--- src/rtl/mem_arb_pkg.sv ---
// mem_arb_pkg: shared types and constants for the fetch/data memory arbiter
package mem_arb_pkg;
  typedef enum logic [1:0] {IDLE, ISSUE, WAIT, DONE} state_t;
  localparam logic OWN_I = 1'b0;
  localparam logic OWN_D = 1'b1;
  localparam int SCW = 4;
  localparam int CW = $clog2(4);
endpackage

--- src/rtl/mem_arbiter_lat_counter.sv ---
// lat_counter: loadable down-counter that flags when the memory read latency has elapsed
module lat_counter #(
  parameter int W = 2
) (
  input  logic         CLK,
  input  logic         RST,
  input  logic         load,
  input  logic         dec,
  input  logic [W-1:0] ld_val,
  output logic         zero
);
  logic [W-1:0] cnt;
  assign zero = cnt == '0;
  always_ff @(posedge CLK or negedge RST)
    if (!RST) cnt <= '0;
    else if (load) cnt <= ld_val;
    else if (dec && !zero) cnt <= cnt - 1'b1;
endmodule

--- src/rtl/mem_arbiter.sv ---
// mem_arbiter: shares one single-port memory between fetch and data ports,
// data first but with a bound on consecutive data grants while a fetch waits
module mem_arbiter
  import mem_arb_pkg::*;
#(
  parameter int WL   = 32,
  parameter int AWL  = 9,
  parameter int LAT  = 1,
  parameter int MAXD = 3
) (
  input  logic           CLK,
  input  logic           RST,
  input  logic           IReq,
  input  logic [AWL-1:0] IAddr,
  output logic           IAck,
  output logic [WL-1:0]  IRData,
  input  logic           DReq,
  input  logic           DWE,
  input  logic [AWL-1:0] DAddr,
  input  logic [WL-1:0]  DWData,
  output logic           DAck,
  output logic [WL-1:0]  DRData,
  output logic           StallI,
  output logic           StallD,
  output logic           MEn,
  output logic           MWE,
  output logic [AWL-1:0] MAddr,
  output logic [WL-1:0]  MWData,
  input  logic [WL-1:0]  MRData
);
  state_t         st;
  logic           own;
  logic [SCW-1:0] starve;
  logic           gnt_d;
  logic           cnt_zero;
  assign gnt_d  = DReq & (~IReq | (starve != SCW'(MAXD)));
  assign StallI = IReq & ~IAck;
  assign StallD = DReq & ~DAck;
  lat_counter #(.W(CW)) u_cnt (
    .CLK   (CLK),
    .RST   (RST),
    .load  (st == ISSUE),
    .dec   (st == WAIT),
    .ld_val(CW'(LAT - 1)),
    .zero  (cnt_zero)
  );
  // MEn is raised on the grant edge so it is high for exactly the ISSUE cycle
  always_ff @(posedge CLK or negedge RST)
    if (!RST) begin
      st     <= IDLE;
      own    <= OWN_I;
      starve <= '0;
      MEn    <= 1'b0;
      MWE    <= 1'b0;
      MAddr  <= '0;
      MWData <= '0;
      IAck   <= 1'b0;
      DAck   <= 1'b0;
      IRData <= '0;
      DRData <= '0;
    end else begin
      MEn  <= 1'b0;
      IAck <= 1'b0;
      DAck <= 1'b0;
      case (st)
        IDLE:
          if (IReq | DReq) begin
            st     <= ISSUE;
            own    <= gnt_d ? OWN_D : OWN_I;
            MEn    <= 1'b1;
            MAddr  <= gnt_d ? DAddr : IAddr;
            MWE    <= gnt_d & DWE;
            MWData <= gnt_d ? DWData : MWData;
            starve <= gnt_d ? starve + SCW'(IReq) : '0;
          end
        ISSUE: st <= WAIT;
        WAIT:
          if (cnt_zero) begin
            st   <= DONE;
            IAck <= own == OWN_I;
            DAck <= own == OWN_D;
            if (own == OWN_I) IRData <= MRData;
            else if (!MWE) DRData <= MRData;
          end
        default: st <= IDLE;
      endcase
    end
endmodule
--- config.mk ---
export PLATFORM = sky130hd
export DESIGN_NAME = mem_arbiter
export DESIGN_NICKNAME = d
export VERILOG_FILES = /design/src/rtl/mem_arb_pkg.sv /design/src/rtl/mem_arbiter_lat_counter.sv /design/src/rtl/mem_arbiter.sv
export SDC_FILE = /design/constraint.sdc
export NUM_CORES = 1
export LEC_CHECK = 0
export BUFFER_PORTS_ARGS = -buffer_cell sky130_fd_sc_hd__buf_2
export CAP_MARGIN = 25
export CORE_AREA = 2 2 89 113
export DETAILED_ROUTE_END_ITERATION = 8
export DIE_AREA = 0 0 91 115
export PLACE_DENSITY = 0.89
export SYNTH_ARGS = -nofsm -noshare
export SYNTH_HDL_FRONTEND = slang
export SYNTH_HIERARCHICAL = 1
export SYNTH_SLANG_ARGS = --single-unit
export TNS_END_PERCENT = 10
--- constraint.sdc ---
create_clock -name CLK -period 4.4 [get_ports CLK]
set_clock_uncertainty 0.05 [all_clocks]
set_input_delay 0.44 -clock CLK [delete_from_list [all_inputs] [get_ports CLK]]
set_output_delay 0.44 -clock CLK [all_outputs]
set_load 0.01 [all_outputs]
==> results.toml, run 1 <==
[setup_path]
critPathMaxFanout = 21
rrSetupSlack_ps = 2190
required_ps = 4640
endpoint_kind = "flop"
path_class = "flop to flop"
cp-start-kind = "flop"
arrival_ps = 2440
r2r-start = "st[0]$_DFFE_PN0P_"
r2r_cells = 5
reg2reg_to = "IRData[31]$_DFFE_PN0P_"

[drt]
highest-signal-layer = "met4"
wl_met3_um = 1055
wl_met1_um = 4061
ant_nets = 0
routed_wl_um = 11030
wl_per_cell_um = 16.46
first_iter_violations = 113
vias_per_cell = 5.221
vias = 3498
wl_met2_um = 5694
drc = 0
firstDrtPassIters = 4

[place]
place_hpwl_um = 7875
routabilityCongestion = 0.8196
port_buffers = 197

[run_status]
outcome = "finished, final reports clean"

[timing]
final.setup.tns_ps = 0
worst_slew_pin_slew_ps = 865.7
final_max_slew_viol_count = 0
setup_viol = 0
finalHoldViolCount = 0
finalCritPeriodShare_pct = 50.19
timing.fmax_mhz = 452.9
slew_headroom_pct = 42.29
period_needed_ps = 2208
rsz0062_at_grt = "no"

[floorplanning]
die_w_um = 91
die_height_um = 115
start_util_pct = 50.89
core_mm2 = 0.009409
die_area_mm2 = 0.01047
pin_count = 198
row_count = 40

[cells_and_area]
syn_to_final_growth_pct = 36.71
insertedDiodeCount = 0
fillers = 662
final_layout_size_suffix_gt1_share_pct = 56.25
final_cell_mix = "196 x buf_2, 118 x dfrtp_1, 70 x mux2_2"
final_common_cell = "buf_2"
num-nets-final = 625

[pwr]
ir_drop_mv = 0.4412
power.leakage_nw = 3.170
finalPower_w = 0.005279
powerDensity_mw_per_mm2 = 806.4

[clock_tree]
cts_resized = 0
insertion_delay_ps = 410
cts_sinks = 118
clock_path_buffers = 2
numCtsBuffers = 17
cts_max_level = 4
cts_setup_buffers = 0
postCtsHoldBufs = 0
clk_pin_slew_ps = 50
cts_tree = "done"
clk_root_buffer_cell = "clkbuf_16"

[logic_synthesis]
yosys_warnings = 6
synth_cell_types = 36
synth_area_mm2 = 0.004788
yosys_most_used_dff = "dfrtp_1"
netlist.area_leader.share_pct = 61.67
yosys.area.top_type = "dfrtp_1"
ys_seq_area_share_pct = 61.67
synth_area_leaders = "dfrtp_1 62%, mux2_2 16%, mux2_1 6.3%"
netlist_instances = 327
synth_seq_cells = 118
synth-edff-count = 0
async_flop_share_pct = 100.0
avgSynthCellArea_um2 = 14.64

[global_route]
grt_pass1_vias = 3681
grt_overflow = 0
grt_antenna_before_repair = 0
grt_pass1_wl_um = 17410
grt_usage_pct = 21.34
grt_max_degree = 72

[min_path]
hp-class = "input port to async pin"

[job]
cap_violations = 0
## registers in the layout, summed over array words and instances, names as in the netlist
signal     count
own            1
starve         4
IAck           1
st             2
MWE            1
MEn            1
DAck           1
DRData        32
IRData        32
u_cnt/cnt      2
MAddr          9
MWData        32
## worst max-delay path by stage
stage	depth (start not counted)	from	end	slack, ps
floorplan	7	st[0]$_DFFE_PN0P_	DRData[20]$_DFFE_PN0P_	2660
global placement	4	IReq	MWData[4]$_DFFE_PN0P_	2040
detailed placement	4	IReq	MWData[1]$_DFFE_PN0P_	1980
CTS	3	starve[2]$_DFFE_PN0P_	MWData[0]$_DFFE_PN0P_	2010
global route	5	st[0]$_DFFE_PN0P_	IRData[30]$_DFFE_PN0P_	2060
finish	5	st[0]$_DFFE_PN0P_	IRData[31]$_DFFE_PN0P_	2190
## report_power, final
part	total (W)	internal [W]	switching (W)
combinational	0.00183	0.000921	0.000905
sequential	0.00193	0.00164	0.000292
clock	0.00152	0.00103	0.000495
total	0.00528	0.00359	0.00169
## final cells by class
type / instances / area [µm²] / share of cell area, %
multi-input cells: 186 / 1720 / 26.28
flip-flops and latches: 118 / 2953 / 45.11
clock buffers: 18 / 439.2 / 6.709
clock inverters: 14 / 222.7 / 3.402
inverters: 8 / 30.03 / 0.4587
repair buffers: 200 / 1023 / 15.63
well taps: 126 / 157.7 / 2.408
## layer usage
metal | track usage (%) | vias up
met2 | 36.94 | 184
met5 | 0 | -
li1 | - | 1590
met1 | 23.29 | 1707
met3 | 9.371 | 17
met4 | 8.081 | 0
## synth_stat cells, drive strengths merged (2+ instances only)
library cell	count
clkbuf	3
ha	7
a21oi	3
or4b	2
buf	13
nor2b	12
o21ai	2
nand2	3
inv	7
o211ai	10
nor2	10
dfrtp	118
o22ai	2
mux2	97
a22o	4
a31oi	18
nand3b	2
## critical path: stages (launching register included)
cell      delay (ps)
dfrtp_1          370
inv_1             80
ha_1             270
nand3b_1         510
buf_4            410
mux2_2           380
## stage by stage
| stage | std cells | setup WS [ps] | cell area, µm² | utilization [%] | hold WS, ps |
|---|---|---|---|---|---|
| 6_report | 670 | 2192 | 6546 | 69.57 | 91.79 |
| 5_1_grt | 670 | 2062 | 6546 | 69.57 | 167.6 |
| 4_1_cts | 669 | 2012 | 6526 | 69.36 | 130.1 |
| 3_5_place_dp | 637 | 1984 | 5864 | 62.33 | 420.0 |
| 3_3_place_gp | 637 | 2036 | 5864 | 62.33 | 411.9 |
| 2_1_floorplan | 328 | 2658 | 4792 | - | 94.41 |
## kinds of logic after synthesis
logic type	count (synthesis)	share of synthesized area, %
AND/OR/NAND/NOR	37	4.521
buffers and inverters	24	2.534
AO/OA/AOI/OAI	42	6.350
other	1	0.07832
flip-flops	118	61.67
multiplexers	98	23.02
adder cells (fa/ha/maj)	7	1.829
(Power assumes the default switching activity.)
==> inputs of run 2 (changes only) <==
Settings changed: CORE_AREA 2 2 89 113 to 2 2 93 117, DIE_AREA 0 0 91 115 to 0 0 95 119, PLACE_DENSITY 0.89 to 0.83.
Clock period 4.4 ns to 2.3 ns, I/O delays scaled along.
==> results.toml, run 2 (synthesis results as in run 1) <==
[setup_path]
crit_slowest_cell = "clkinv_1"
endpoint_kind = "flop"
cp-start-kind = "flop"
path_depth = 6
slowest_delay_ps = 490
critPathMaxFanout = 19
path_class = "flop to flop"
arrival_ps = 2140
required_ps = 2510
critPathTopFamily = "buffers and inverters"
cp_cell_sequence = "inv_1 > ha_1 > o21ai_2 > clkinv_1 > nor2_1 > a31oi_1"
rrSetupSlack_ps = 370
cp_num_buf_inv = 2
r2r_cells = 6

[cells_and_area]
insertedDiodeCount = 0
top_regs = "DRData: 32 flops, IRData: 32 flops, MWData: 32 flops"
final_area_mm2 = 0.006795
fillers = 757
final_common_cell = "buf_2"
final_cell_mix = "196 x buf_2, 118 x dfrtp_1, 70 x mux2_2"
final_layout_size_suffix_gt1_share_pct = 54.14
num-nets-final = 649
syn_to_final_growth_pct = 41.91

[global_route]
grt_overflow = 0
busiest_layer = "met2"
globalRouteMet1Util_pct = 21.10
grt_pass1_vias = 3714
grtUsageMet3_pct = 6.325
grt_antenna_before_repair = 0
grt_usage_pct = 20.32
met2_usage_pct = 36.84
grt_pass1_wl_um = 17460
grt_max_degree = 65

[pwr]
powerDensity_mw_per_mm2 = 1491
switchingPower_w = 0.003195
finalPower_w = 0.01013
pwr-share-comb_pct = 34.9
p_clk_share_pct = 28.5
p_seq_share_pct = 36.6
p_int_w = 0.006934
swShare_pct = 31.54
ir_drop_mv = 0.7634
power.leakage_nw = 3.287

[floorplanning]
die_area_mm2 = 0.01131
pin_count = 198
row_count = 42
start_util_pct = 46.25
die_w_um = 95
die_height_um = 119
core_mm2 = 0.01035

[drt]
first_iter_violations = 84
routed_wl_um = 11390
wl_per_cell_um = 16.30
ant_nets = 0
vias = 3585
vias_per_cell = 5.129
firstDrtPassIters = 4
drc = 0

[clock_tree]
cts_tree = "done"
clk_pin_slew_ps = 50
numCtsBuffers = 17
cts_setup_buffers = 0
insertion_delay_ps = 400
clk_root_buffer_cell = "clkbuf_16"
clock_path_buffers = 2
cts_max_level = 4
cts_sinks = 118

[timing]
final_max_slew_viol_count = 0
rsz0062_at_grt = "no"
setup_viol = 0
finalCritPeriodShare_pct = 83.90
final.setup.tns_ps = 0
fin_ws_ps = 370.2
hold_ws_ps = 9.891
finalHoldViolCount = 0
timing.fmax_mhz = 518.2
period_needed_ps = 1930

[min_path]
hp-class = "input port to flop"
whs_path_depth = 2

[run_status]
outcome = "finished, final reports clean"

[place]
port_buffers = 197
place_hpwl_um = 7883
place_area_mm2 = 0.005939
pre_cts_ws_ps = 441.3
routabilityCongestion = 0.7284

[job]
cap_violations = 0
[run 2: cell types whose count changed in the layout (fill, tap and decap cells not counted), moves of 2 or more]
| cell | before | now |
|---|---|---|
| buf_12 | 1 | 3 |
| clkbuf_8 | 1 | 3 |
| clkinv_2 | 1 | 5 |
| clkinv_4 | 3 | 0 |
| clkinvlp_4 | 2 | 0 |
| dlygate4sd3_1 | 0 | 21 |
| inv_6 | 3 | 0 |
[run 2: worst paths after layout]
check                                       from                     end
max                            st[0]$_DFFE_PN0P_    MAddr[0]$_DFFE_PN0P_
min                                   DWData[11]  MWData[11]$_DFFE_PN0P_
max reg2reg                    st[0]$_DFFE_PN0P_    MAddr[0]$_DFFE_PN0P_
min reg2reg                MWData[8]$_DFFE_PN0P_   MWData[8]$_DFFE_PN0P_
max in group asynchronous                    RST  DRData[21]$_DFFE_PN0P_
min in group asynchronous                    RST           MEn$_DFF_PN0_
[run 2: power by group through the flow]
| stage | registers, W | clock network, W | logic (W) |
|---|---|---|---|
| after floorplan | 0.00412 | 0 | 0.00160 |
| after CTS | 0.00370 | 0.00292 | 0.00357 |
| final | 0.00371 | 0.00288 | 0.00354 |
| after global placement | 0.00365 | 0 | 0.00340 |
| after detailed placement | 0.00372 | 0 | 0.00354 |
| after global routing | 0.00382 | 0.00302 | 0.00386 |
[run 2: timing repair]
action | in CTS | in global routing
gates resized for setup | 0 | 0
hold endpoints to repair | 46 | 4
hold buffers | 17 | 4
[run 2: metal layers]
layer	part of all wire [%]	wire length (µm)	vias to the layer above
met2	53	6073	170
met4	1.8	202	0
li1	-	-	1630
met5	0	0	-
met1	37	4252	1768
met3	7.6	864	17
[run 2: per-stage QoR]
stage / cells / util (%)
floorplan: 328 / -
global placement: 647 / 57.37
detailed placement: 647 / 57.37
CTS: 695 / 65.25
global route: 699 / 65.64
finish: 699 / 65.64
[run 2: cell type report]
class / count / area [µm²] / share of cell area (%)
Sequential cell: 118 / 2953 / 43.45
Multi-Input combinational cell: 186 / 1720 / 25.32
Timing Repair Buffer: 224 / 1281 / 18.85
Clock buffer: 21 / 470.5 / 6.923
Clock inverter: 10 / 175.2 / 2.578
Tap cell: 132 / 165.2 / 2.430
Inverter: 8 / 30.03 / 0.4419
==> inputs of run 3 (changes only) <==
Clock period 2.3 ns to 1.9 ns, I/O delays scaled along.
==> results.toml, run 3 (synthesis results as in run 1) <==
[run_status]
outcome = "finished, final reports clean"

[cells_and_area]
seq_area_mm2 = 0.002953
top_regs = "DRData: 32 flops, IRData: 32 flops, MWData: 32 flops"
final_cell_mix = "196 x buf_2, 118 x dfrtp_1, 70 x mux2_2"
final_common_cell = "buf_2"
final_cells = 750
multi_input_area_mm2 = 0.001723
num-nets-final = 701
insertedDiodeCount = 0
final_util_pct = 69.49
final_layout_size_suffix_gt1_share_pct = 50.81
syn_to_final_growth_pct = 50.25
fillers = 707

[pwr]
ir_drop_mv = 0.8406
finalPower_w = 0.01187
pwr-share-comb_pct = 38.0
p_seq_share_pct = 37.8
swShare_pct = 33.19
p_int_w = 0.007931
power.leakage_nw = 3.448
p_clk_share_pct = 24.3
powerDensity_mw_per_mm2 = 1650
switchingPower_w = 0.003940

[timing]
timing.fmax_mhz = 562.8
setup_viol = 0
finalHoldViolCount = 0
final_max_slew_viol_count = 0
rsz0062_at_grt = "no"
hold_ws_ps = 33.64
slew_headroom_pct = 57.86
final.setup.tns_ps = 0
finalCritPeriodShare_pct = 93.52
period_needed_ps = 1777
worst_slew_pin_slew_ps = 632.1

[global_route]
met2_usage_pct = 40.69
grt_overflow = 0
grt_antenna_before_repair = 0
grt_pass1_vias = 4005
grt_pass1_wl_um = 19140
grt_max_degree = 68
globalRouteMet1Util_pct = 23.44
grt_usage_pct = 22.17
busiest_layer = "met2"
grtUsageMet3_pct = 6.072

[setup_path]
required_ps = 2130
path_class = "flop to flop"
critPathMaxFanout = 29
r2r-start = "st[0]$_DFFE_PN0P_"
endpoint_kind = "flop"
arrival_ps = 2010
cp-start-kind = "flop"
cp-startpoint = "st[0]$_DFFE_PN0P_"

[place]
routabilityCongestion = 0.7071
place_hpwl_um = 8125
port_buffers = 197
dp.cells = 654

[floorplanning]
core_mm2 = 0.01035
die_area_mm2 = 0.01131
row_count = 42
die_w_um = 95
die_height_um = 119
pin_count = 198
start_util_pct = 46.25

[clock_tree]
insertion_delay_ps = 400
cts_tree = "done"
clk_pin_slew_ps = 60
clk_root_buffer_cell = "clkbuf_16"
cts_setup_buffers = 0
cts_max_level = 4
numCtsBuffers = 17
cts_sinks = 118
clock_path_buffers = 2

[drt]
vias_per_cell = 5.003
ant_nets = 0
drc = 0
first_iter_violations = 122
vias = 3752
firstDrtPassIters = 4
routed_wl_um = 12420
wl_per_cell_um = 16.56

[job]
cap_violations = 0

[min_path]
hp-class = "input port to flop"
hp-start = "DAddr[1]"
## run 3: changes by cell type in the layout (fill, tap and decap cells not counted), sizes merged
cell         change
buf              +7
clkinvlp         +3
dlygate4sd3     +45
clkbuf           -1
bufinv           -4
clkinv           +1
## run 3: timing repair
item / CTS / global route
endpoints found under the setup margin: 0 / 2
resized for setup: 0 / 1
endpoints found under the hold margin: 215 / 0
hold buffers: 66 / 0
## run 3: stage by stage
stage	cell area [µm²]	setup WS [ps]
finish	7194	123.0
global route	7194	41.86
CTS	7192	84.12
detailed placement	5992	104.8
global placement	5992	190.8
floorplan	4792	157.8
## run 3: layer usage
layer  vias to the layer above  part of all wire, %
met2                       164                   56
met4                         0                  1.9
met5                         -                    0
met1                      1836                   36
met3                        21                  7.1
li1                       1731                    -
## run 3: critical path, stage by stage, from the launching register on
cell and delay [ps]:
dfrtp_1 370, inv_1 90, ha_1 270, and3_1 190
nand2b_2 100, buf_12 200, mux2_2 370
## run 3: power by group through the flow
stage / logic, W / clock network, W / registers, W
2_1_floorplan: 0.00194 / 0 / 0.00499
5_1_grt: 0.00489 / 0.00306 / 0.00461
4_1_cts: 0.00452 / 0.00295 / 0.00445
3_3_place_gp: 0.00421 / 0 / 0.00439
3_5_place_dp: 0.00440 / 0 / 0.00447
6_report: 0.00451 / 0.00288 / 0.00448
## run 3: worst paths after layout
path	to	slack (ps)	cells after the start
worst max-delay path	DRData[9]$_DFFE_PN0P_	120	6
worst min-delay path	MAddr[1]$_DFFE_PN0P_	30	3
worst max register to register	DRData[9]$_DFFE_PN0P_	120	6
worst min register to register	MWData[28]$_DFFE_PN0P_	430	1
max in group asynchronous	DRData[12]$_DFFE_PN0P_	920	3
min in group asynchronous	MEn$_DFF_PN0_	300	3
## run 3: cell type report
type	instances	area share [%]
Clock buffer	20	6.348
Clock inverter	10	1.148
Sequential cell	118	41.04
Timing Repair Buffer	276	24.80
Tap cell	132	2.296
Multi-Input combinational cell	186	23.95
Inverter	8	0.4174
